===== src/rtl/dtc_pkg.sv =====
// Shared types and constants for the decision-tree classifier vote stage.
package dtc_pkg;

  // Width of a class code and the number of classes it can name.
  localparam int CLASS_W   = 3;
  localparam int N_CLASSES = 1 << CLASS_W;

  typedef logic [CLASS_W-1:0] class_t;

  // ACCUM: collect a window, SCAN: walk the histogram, HOLD: present the decision.
  typedef enum logic [1:0] {
    ACCUM = 2'd0,
    SCAN  = 2'd1,
    HOLD  = 2'd2
  } state_t;

endpackage


===== src/rtl/dtc_class_hist.sv =====
// Per-class vote counter bank: one increment port, one synchronous clear,
// and a registered read port used by the majority scan.
module dtc_class_hist
  import dtc_pkg::*;
#(
  parameter int CNT_W = 5
) (
  input  logic             clk,
  input  logic             rst,
  input  logic             inc_en,
  input  class_t           inc_idx,
  input  logic             clr,
  input  class_t           rd_idx,
  output logic [CNT_W-1:0] rd_count
);

  logic [CNT_W-1:0] cnt [N_CLASSES];

  // Vote counters: clear wins over increment; the two never coincide in practice.
  // NOTE: the bank is a handful of flops, so it takes the async reset directly;
  // a RAM-based histogram could not be reset this way and would rely on clr.
  always_ff @(posedge clk or posedge rst) begin
    if (rst) begin
      for (int i = 0; i < N_CLASSES; i++) cnt[i] <= '0;
    end else if (clr) begin
      for (int i = 0; i < N_CLASSES; i++) cnt[i] <= '0;
    end else if (inc_en) begin
      // NOTE: non-blocking so every reader in this edge sees the pre-increment value.
      cnt[inc_idx] <= cnt[inc_idx] + CNT_W'(1);
    end
  end

  // Registered read: the scan sees cnt[rd_idx] one cycle after presenting the index.
  always_ff @(posedge clk or posedge rst) begin
    if (rst) rd_count <= '0;
    else     rd_count <= cnt[rd_idx];
  end

endmodule


===== src/rtl/dtc_vote_accum.sv =====
// Windowed majority vote over classifier predictions: accumulate WIN samples,
// scan the histogram one class per cycle, then hold the decision until taken.
module dtc_vote_accum
  import dtc_pkg::*;
#(
  parameter int WIN   = 16,
  parameter int CNT_W = $clog2(WIN + 1)
) (
  input  logic             clk,
  input  logic             rst,
  input  logic             in_valid,
  output logic             in_ready,
  input  class_t           in_class,
  output logic             out_valid,
  input  logic             out_ready,
  output class_t           out_class,
  output logic [CNT_W-1:0] out_count,
  output logic             out_tie
);

  // Scan counter runs 0..N_CLASSES: issue reads at 0..N-1, compare at 1..N.
  localparam int                SCAN_W    = CLASS_W + 1;
  localparam logic [SCAN_W-1:0] SCAN_LAST = SCAN_W'(N_CLASSES);
  localparam logic [CNT_W-1:0]  WIN_LAST  = CNT_W'(WIN - 1);

  state_t            state, state_next;
  logic [CNT_W-1:0]  samples;
  logic [SCAN_W-1:0] scan_cnt;
  logic [SCAN_W-1:0] scan_prev;
  class_t            rd_idx, cmp_idx;
  logic [CNT_W-1:0]  rd_count;
  class_t            best_class, best_class_next;
  logic [CNT_W-1:0]  best_cnt, best_cnt_next;
  logic              best_tie, best_tie_next;
  logic              accept, scan_done, handshake;

  assign accept    = in_valid && in_ready;
  assign handshake = out_valid && out_ready;
  assign scan_done = (state == SCAN) && (scan_cnt == SCAN_LAST);
  assign scan_prev = scan_cnt - SCAN_W'(1);
  assign rd_idx    = scan_cnt[CLASS_W-1:0];
  assign cmp_idx   = scan_prev[CLASS_W-1:0];

  dtc_class_hist #(
    .CNT_W (CNT_W)
  ) u_hist (
    .clk      (clk),
    .rst      (rst),
    .inc_en   (accept),
    .inc_idx  (in_class),
    .clr      (handshake),
    .rd_idx   (rd_idx),
    .rd_count (rd_count)
  );

  // State register.
  always_ff @(posedge clk or posedge rst) begin
    if (rst) state <= ACCUM;
    else     state <= state_next;
  end

  // Next-state and handshake outputs.
  always_comb begin
    // NOTE: every output gets a default first so no path through the case infers a latch.
    state_next = state;
    in_ready   = 1'b0;
    out_valid  = 1'b0;
    case (state)
      ACCUM: begin
        in_ready = ~rst;
        if (in_valid && !rst && (samples == WIN_LAST)) state_next = SCAN;
      end
      SCAN: begin
        if (scan_done) state_next = HOLD;
      end
      HOLD: begin
        out_valid = 1'b1;
        if (out_ready) state_next = ACCUM;
      end
      default: state_next = ACCUM;
    endcase
  end

  // Sample counter: wraps to zero on the WIN-th accepted sample.
  always_ff @(posedge clk or posedge rst) begin
    if (rst) begin
      samples <= '0;
    end else if (accept) begin
      samples <= (samples == WIN_LAST) ? '0 : samples + CNT_W'(1);
    end
  end

  // Running best for the class whose count just came out of the read port.
  always_comb begin
    best_class_next = best_class;
    best_cnt_next   = best_cnt;
    best_tie_next   = best_tie;
    if (cmp_idx == '0) begin
      best_class_next = '0;
      best_cnt_next   = rd_count;
      best_tie_next   = 1'b0;
    end else if (rd_count > best_cnt) begin
      // Strict compare keeps the lowest index on equal counts.
      best_class_next = cmp_idx;
      best_cnt_next   = rd_count;
      best_tie_next   = 1'b0;
    end else if (rd_count == best_cnt) begin
      best_tie_next   = 1'b1;
    end
  end

  // Scan index and running-best registers.
  always_ff @(posedge clk or posedge rst) begin
    if (rst) begin
      scan_cnt   <= '0;
      best_class <= '0;
      best_cnt   <= '0;
      best_tie   <= 1'b0;
    end else if (state == SCAN) begin
      scan_cnt <= scan_done ? '0 : scan_cnt + SCAN_W'(1);
      if (scan_cnt != '0) begin
        best_class <= best_class_next;
        best_cnt   <= best_cnt_next;
        best_tie   <= best_tie_next;
      end
    end else begin
      scan_cnt <= '0;
    end
  end

  // Decision registers: load at the end of the scan, clear once consumed.
  always_ff @(posedge clk or posedge rst) begin
    if (rst) begin
      out_class <= '0;
      out_count <= '0;
      out_tie   <= 1'b0;
    end else if (scan_done) begin
      out_class <= best_class_next;
      out_count <= best_cnt_next;
      out_tie   <= best_tie_next;
    end else if (handshake) begin
      out_class <= '0;
      out_count <= '0;
      out_tie   <= 1'b0;
    end
  end

endmodule

===== config.mk =====
export PLATFORM = sky130hd
export DESIGN_NAME = dtc_vote_accum
export DESIGN_NICKNAME = d
export VERILOG_FILES = /design/src/rtl/dtc_pkg.sv /design/src/rtl/dtc_class_hist.sv /design/src/rtl/dtc_vote_accum.sv
export SDC_FILE = /design/constraint.sdc
export NUM_CORES = 1
export LEC_CHECK = 0
export ABC_CLOCK_PERIOD_IN_PS = 4800
export CORE_ASPECT_RATIO = 1.75
export CORE_MARGIN = 2
export CORE_UTILIZATION = 35
export DETAILED_ROUTE_END_ITERATION = 16
export SKIP_LAST_GASP = 1
export SYNTH_ARGS = -nofsm -noshare
export SYNTH_HDL_FRONTEND = slang
export SYNTH_SLANG_ARGS = --single-unit

===== constraint.sdc =====
create_clock -name clk -period 4.8 [get_ports clk]
set_input_delay 0.72 -clock clk [delete_from_list [all_inputs] [get_ports clk]]
set_output_delay 0.72 -clock clk [all_outputs]
set_load 0.02 [all_outputs]

# Word-level counts from Yosys, hierarchy flattened
# Index checks and enable logic that the tools add are counted.
# word_totals
register_bits,74
wordCells,84
input_bits,7
# op_classes
eq_ne,8
add_sub_neg,4
reduce_logical,14
n_lt_le_gt_ge,4
n_mux,33
n_bitwise,3
# op_table
cell,count
40-bit 2-to-1 mux,2
5-bit 2-to-1 mux,10
40-bit bitwise mux,1
5-bit binary-select mux with 3-bit select,2
5-bit demux with 3-bit select,1
3-bit 2-to-1 mux,4
"5-bit by 1-bit adder with 5-bit output, second input constant",2
"4-bit greater-or-equal comparator, second input constant",2
4-bit 2-to-1 mux,2
3-bit NOT with 4-bit output,2
1-bit 2-to-1 mux,7
1-bit logical AND,6
2-bit 2-to-1 mux,3
"2-bit != test, second input constant",3
2-bit case mux with 3 select lines,1
"5-bit by 4-bit == test with 1-bit output, second input constant",1
5-bit == test,1
5-bit > comparator,1
"4-bit by 1-bit adder with 4-bit output, second input constant",1
"4-bit == test, second input constant",1
"4-bit by 1-bit < comparator with 1-bit output, second input constant",1
2-bit nonzero test,2
4-bit nonzero test,1
3-bit zero test,1
8 further kinds,8

# Longest topological paths before layout
# depth
ltp_word,8
ltp_mapped,10
depth_no_buf,8

# By module
# From an unflattened synthesis, not the netlist that was laid out.
# unflattened
cells_unflattened,390
hier_area_um2,4092.7
# modules_own_cells
mod,area_each_um2,instances,cells_per_inst,seq_area_each_um2
dtc_class_hist,2603.7,1,249,1126.1
dtc_vote_accum,1488.9,1,141,725.7

# Worst setup path after synthesis
# Ideal clock, no wire load.
# synth_timing
path_kind,input to register
start,input port in_class[1]
end,register u_hist.cnt[14] (netlist name)
required_ps,4668
stages,9
slack_ps,1998
setup_ps,132
arrival_ps,2670
path_cell_list,buf_2 -> buf_1 -> nor3b_2 -> or2_1 -> clkbuf_1 -> ha_1 -> o311ai_2 -> xnor2_2 -> o21ai_1
# synth_between
elab_chain_cells,8
elab_cells_between_ends,13
classes_between,add/sub (1); order compare (2); mux (8); bitwise (1); reduce/logical (1)
# synth_rtl
element,line,text
from (decl),dtc_vote_accum.sv:13,"input class_t in_class,"
3-bit NOT with 4-bit output (implied by the code) (*),dtc_class_hist.sv:29,cnt[inc_idx] <= cnt[inc_idx] + CNT_W'(1);
"5-bit binary-select mux with 3-bit select, or another cell as far along",dtc_class_hist.sv:29,
5-bit 2-to-1 mux (implied by the code) or 1-bit logical AND (tied branches),dtc_class_hist.sv:29,
5-bit 2-to-1 mux (implied by the code),dtc_class_hist.sv:29,
5-bit by 1-bit adder with 5-bit output or 5-bit demux with 3-bit select (tied branches),dtc_class_hist.sv:29,
40-bit bitwise mux (*),dtc_class_hist.sv:29,
40-bit 2-to-1 mux (*),dtc_class_hist.sv:27,end else if (inc_en) begin
40-bit 2-to-1 mux (*),dtc_class_hist.sv:25,end else if (clr) begin
"to (signal, indexed assignment)",dtc_class_hist.sv:29,
to (decl),dtc_class_hist.sv:17,logic [CNT_W-1:0] cnt [N_CLASSES];
# Every way passes the cells marked *; elsewhere a longest branch is shown, timed or not. The select of a mux whose other input is x is not followed.
# A chain may end at the register's enable or synchronous reset.

# Worst setup path in the final report
# layout_timing
start,input port in_class[2]
end,register u_hist.cnt[14] (netlist name)
# The elaborated chain is that of the path after synthesis.

==> results.json <==
{
  "period_share_pct": 70.6,
  "p_leak_uw": 0.00201,
  "synth.area.top_cells": "dfrtp_1 45%, nand3_1 6.8%, mux4_2 6.5%, o21ai_0 3.5%, mux2_2 3.3%",
  "grt_pass1_vias": 3118,
  "finalSetupViolCount": 0,
  "clock_sinks": 74,
  "cts_resized": 0,
  "hold_depth": 2,
  "die_area_um2": 12700,
  "pin_count": 18,
  "fin_skew_ns": 0.00558,
  "num_rows": 52,
  "routed-via-count": 3111,
  "io_buffers": 17,
  "finalPower_uw": 2380,
  "crit_start": "in_class[2]",
  "crit_path_max_fanout": 20,
  "via_per_inst": 5.78,
  "async_reset_ff_share_pct": 100,
  "synth-main-ff-cell": "dfrtp_1",
  "crit_type": "input pin to flip-flop",
  "start_kind": "input pin",
  "cts.clk_slew.worst_paths_ns": 0.06,
  "cts-root-buf": "clkbuf_16",
  "gr-usage-all-layers_pct": 16.6,
  "drive_above_1_share_pct": 14.9,
  "rr_worst_depth": 6,
  "initial_utilization_pct": 35.9,
  "final_max_slew_viol_count": 0,
  "utilization_pct": 40.5,
  "dp_hpwl_mm": 7.06,
  "yosys_register_bits": 74,
  "r2r_setup_slack_ns": 2.02,
  "diodes": 0,
  "synth_edf_count": 0,
  "antenna_found_initial": 0,
  "wl_per_cell_um": 18.2,
  "core_um2": 11500,
  "cp.required_ns": 4.99,
  "final_area_um2": 4660,
  "fmax_mhz": 295,
  "syn_nets": 410,
  "synth_top_area_cell": "dfrtp_1",
  "synth.top_cell.area_share_pct": 44.8,
  "maxCapViolCount": 0,
  "r2r-end": "best_cnt[3]$_DFFE_PP0P_",
  "first_iter_violations": 113,
  "synth_area_um2": 4130,
  "rsz0062_at_grt": "no",
  "fin_cells": 538,
  "yosys-top-cells-count": "74 x dfrtp_1, 56 x nand3_1, 29 x o21ai_0",
  "grt_pass1_wl_mm": 16.1,
  "wl_mm": 9.79,
  "vdd_ir_drop_max_mv": 0.192,
  "tightest_slew_ns": 0.692,
  "cts_buffer_depth": 2,
  "max_slew_margin_pct": 53.6,
  "r2r_start": "scan_cnt[1]$_DFF_PP0_",
  "cp-end-kind": "flip-flop",
  "synth.most_common_cell": "dfrtp_1",
  "ys_warn_count": 0,
  "dieWidth_um": 86.1,
  "insertion_delay_ns": 0.33,
  "numCtsBuffers": 9,
  "cp_data_arrival_time_ns": 3.58,
  "final.setup.tns_ns": 0,
  "ctsHoldBuffers": 0,
  "overflow": 0,
  "die_height_um": 148,
  "fillerInstances": 1086,
  "final-hold-violation-count": 0,
  "cts_tree": "yes",
  "power.density_nw_per_um2": 510,
  "fin_crit_ns": 3.39,
  "syn2layout_area_growth_pct": 12.8,
  "ant_nets": 0,
  "drcViolationCount": 0,
  "place_area_um2": 4380,
  "final_nets": 416,
  "routabilityCongestion": 0.807,
  "firstDrtPassIters": 4,
  "grt_max_degree": 50,
  "yosysSeqAreaShare_pct": 44.8,
  "htreeDepth": 3,
  "ys_types": 57,
  "outcome": "completed",
  "worstHoldPathType": "flip-flop to flip-flop",
  "cts_setup_buffers": 0,
  "dpl.cell_count": 523,
  "syn_avg_cell_area_um2": 10.5,
  "synth_cells": 393,
  "endpoint": "u_hist.cnt[14]$_DFFE_PP0P_",
  "hold_path_startpoint": "out_class[2]$_DFFE_PP0P_"
}
## cell type report
type	count	area, µm²	area share (%)
flip-flops and latches	74	1850	39.7
clock buffers	13	240	5.15
multi-input cells	276	2090	44.8
well taps	135	169	3.62
repair buffers	24	223	4.78
clock inverters	2	38.8	0.832
inverters	14	52.6	1.13
## routing by layer
metal	share of wire (%)	routed length [µm]	up-vias	global-route usage [%]
li1	-	-	1470	-
met1	38	3750	1555	18.1
met2	55	5370	64	29.7
met3	3.2	313	22	3.29
met4	3.6	357	0	8.81
met5	0	0	-	0
## through the flow
stage | setup slack [ns] | hold slack (ns)
5_1_grt | 1.19 | 0.516
6_report | 1.41 | 0.487
3_3_place_gp | 1.19 | 0.469
3_5_place_dp | 1.08 | 0.482
2_1_floorplan | 2.00 | 0.448
4_1_cts | 1.42 | 0.495
## sequential cells by signal, indices dropped and copies added (netlist names), 2 cells and up
signal           cells
state                2
u_hist.cnt          40
best_cnt             5
u_hist.rd_count      5
best_class           3
scan_cnt             4
out_class            3
out_count            5
samples              5
## worst min-delay path by stage
stage and endpoint:
2_1_floorplan samples[4]$_DFFE_PP0P_, 3_3_place_gp samples[4]$_DFFE_PP0P_, 3_5_place_dp out_class[2]$_DFFE_PP0P_, 4_1_cts out_class[2]$_DFFE_PP0P_, 5_1_grt samples[4]$_DFFE_PP0P_, 6_report out_class[2]$_DFFE_PP0P_
## critical path: stages
cell,delay (ns)
clkdlybuf4s50_1,0.71
buf_4,0.33
nor3b_2,0.54
or2_1,0.35
ha_1,0.26
o311ai_2,0.15
xnor2_2,0.38
o21ai_1,0.13
## cells by family after synthesis
kind of cell	Yosys count	share of synthesized area [%]
AOI/OAI and AO/OA	85	14.5
adders and majority gates	10	3.03
muxes	36	13.6
and+or+nand+nor	139	17.9
DFF	74	44.8
buffers and inverters	43	4.66
xor gates and xnor gates	6	1.45
## cells in the final DEF, fill, tap and decap left out, drive strengths merged, types with 10 or more instances in the layout
| cell | count |
|---|---|
| o211ai | 19 |
| mux4 | 14 |
| clkdlybuf4s50 | 17 |
| nand2 | 18 |
| nand3 | 56 |
| mux2 | 13 |
| nor2 | 18 |
| o21ai | 41 |
| dfrtp | 74 |
| ha | 10 |
| clkbuf | 13 |
| inv | 14 |
## power breakdown
part	total (µW)	switching, µW	internal [µW]
sequential	944	150	794
clock	644	243	401
combinational	790	433	357
No activity file was read; power rests on OpenSTA's default activity.
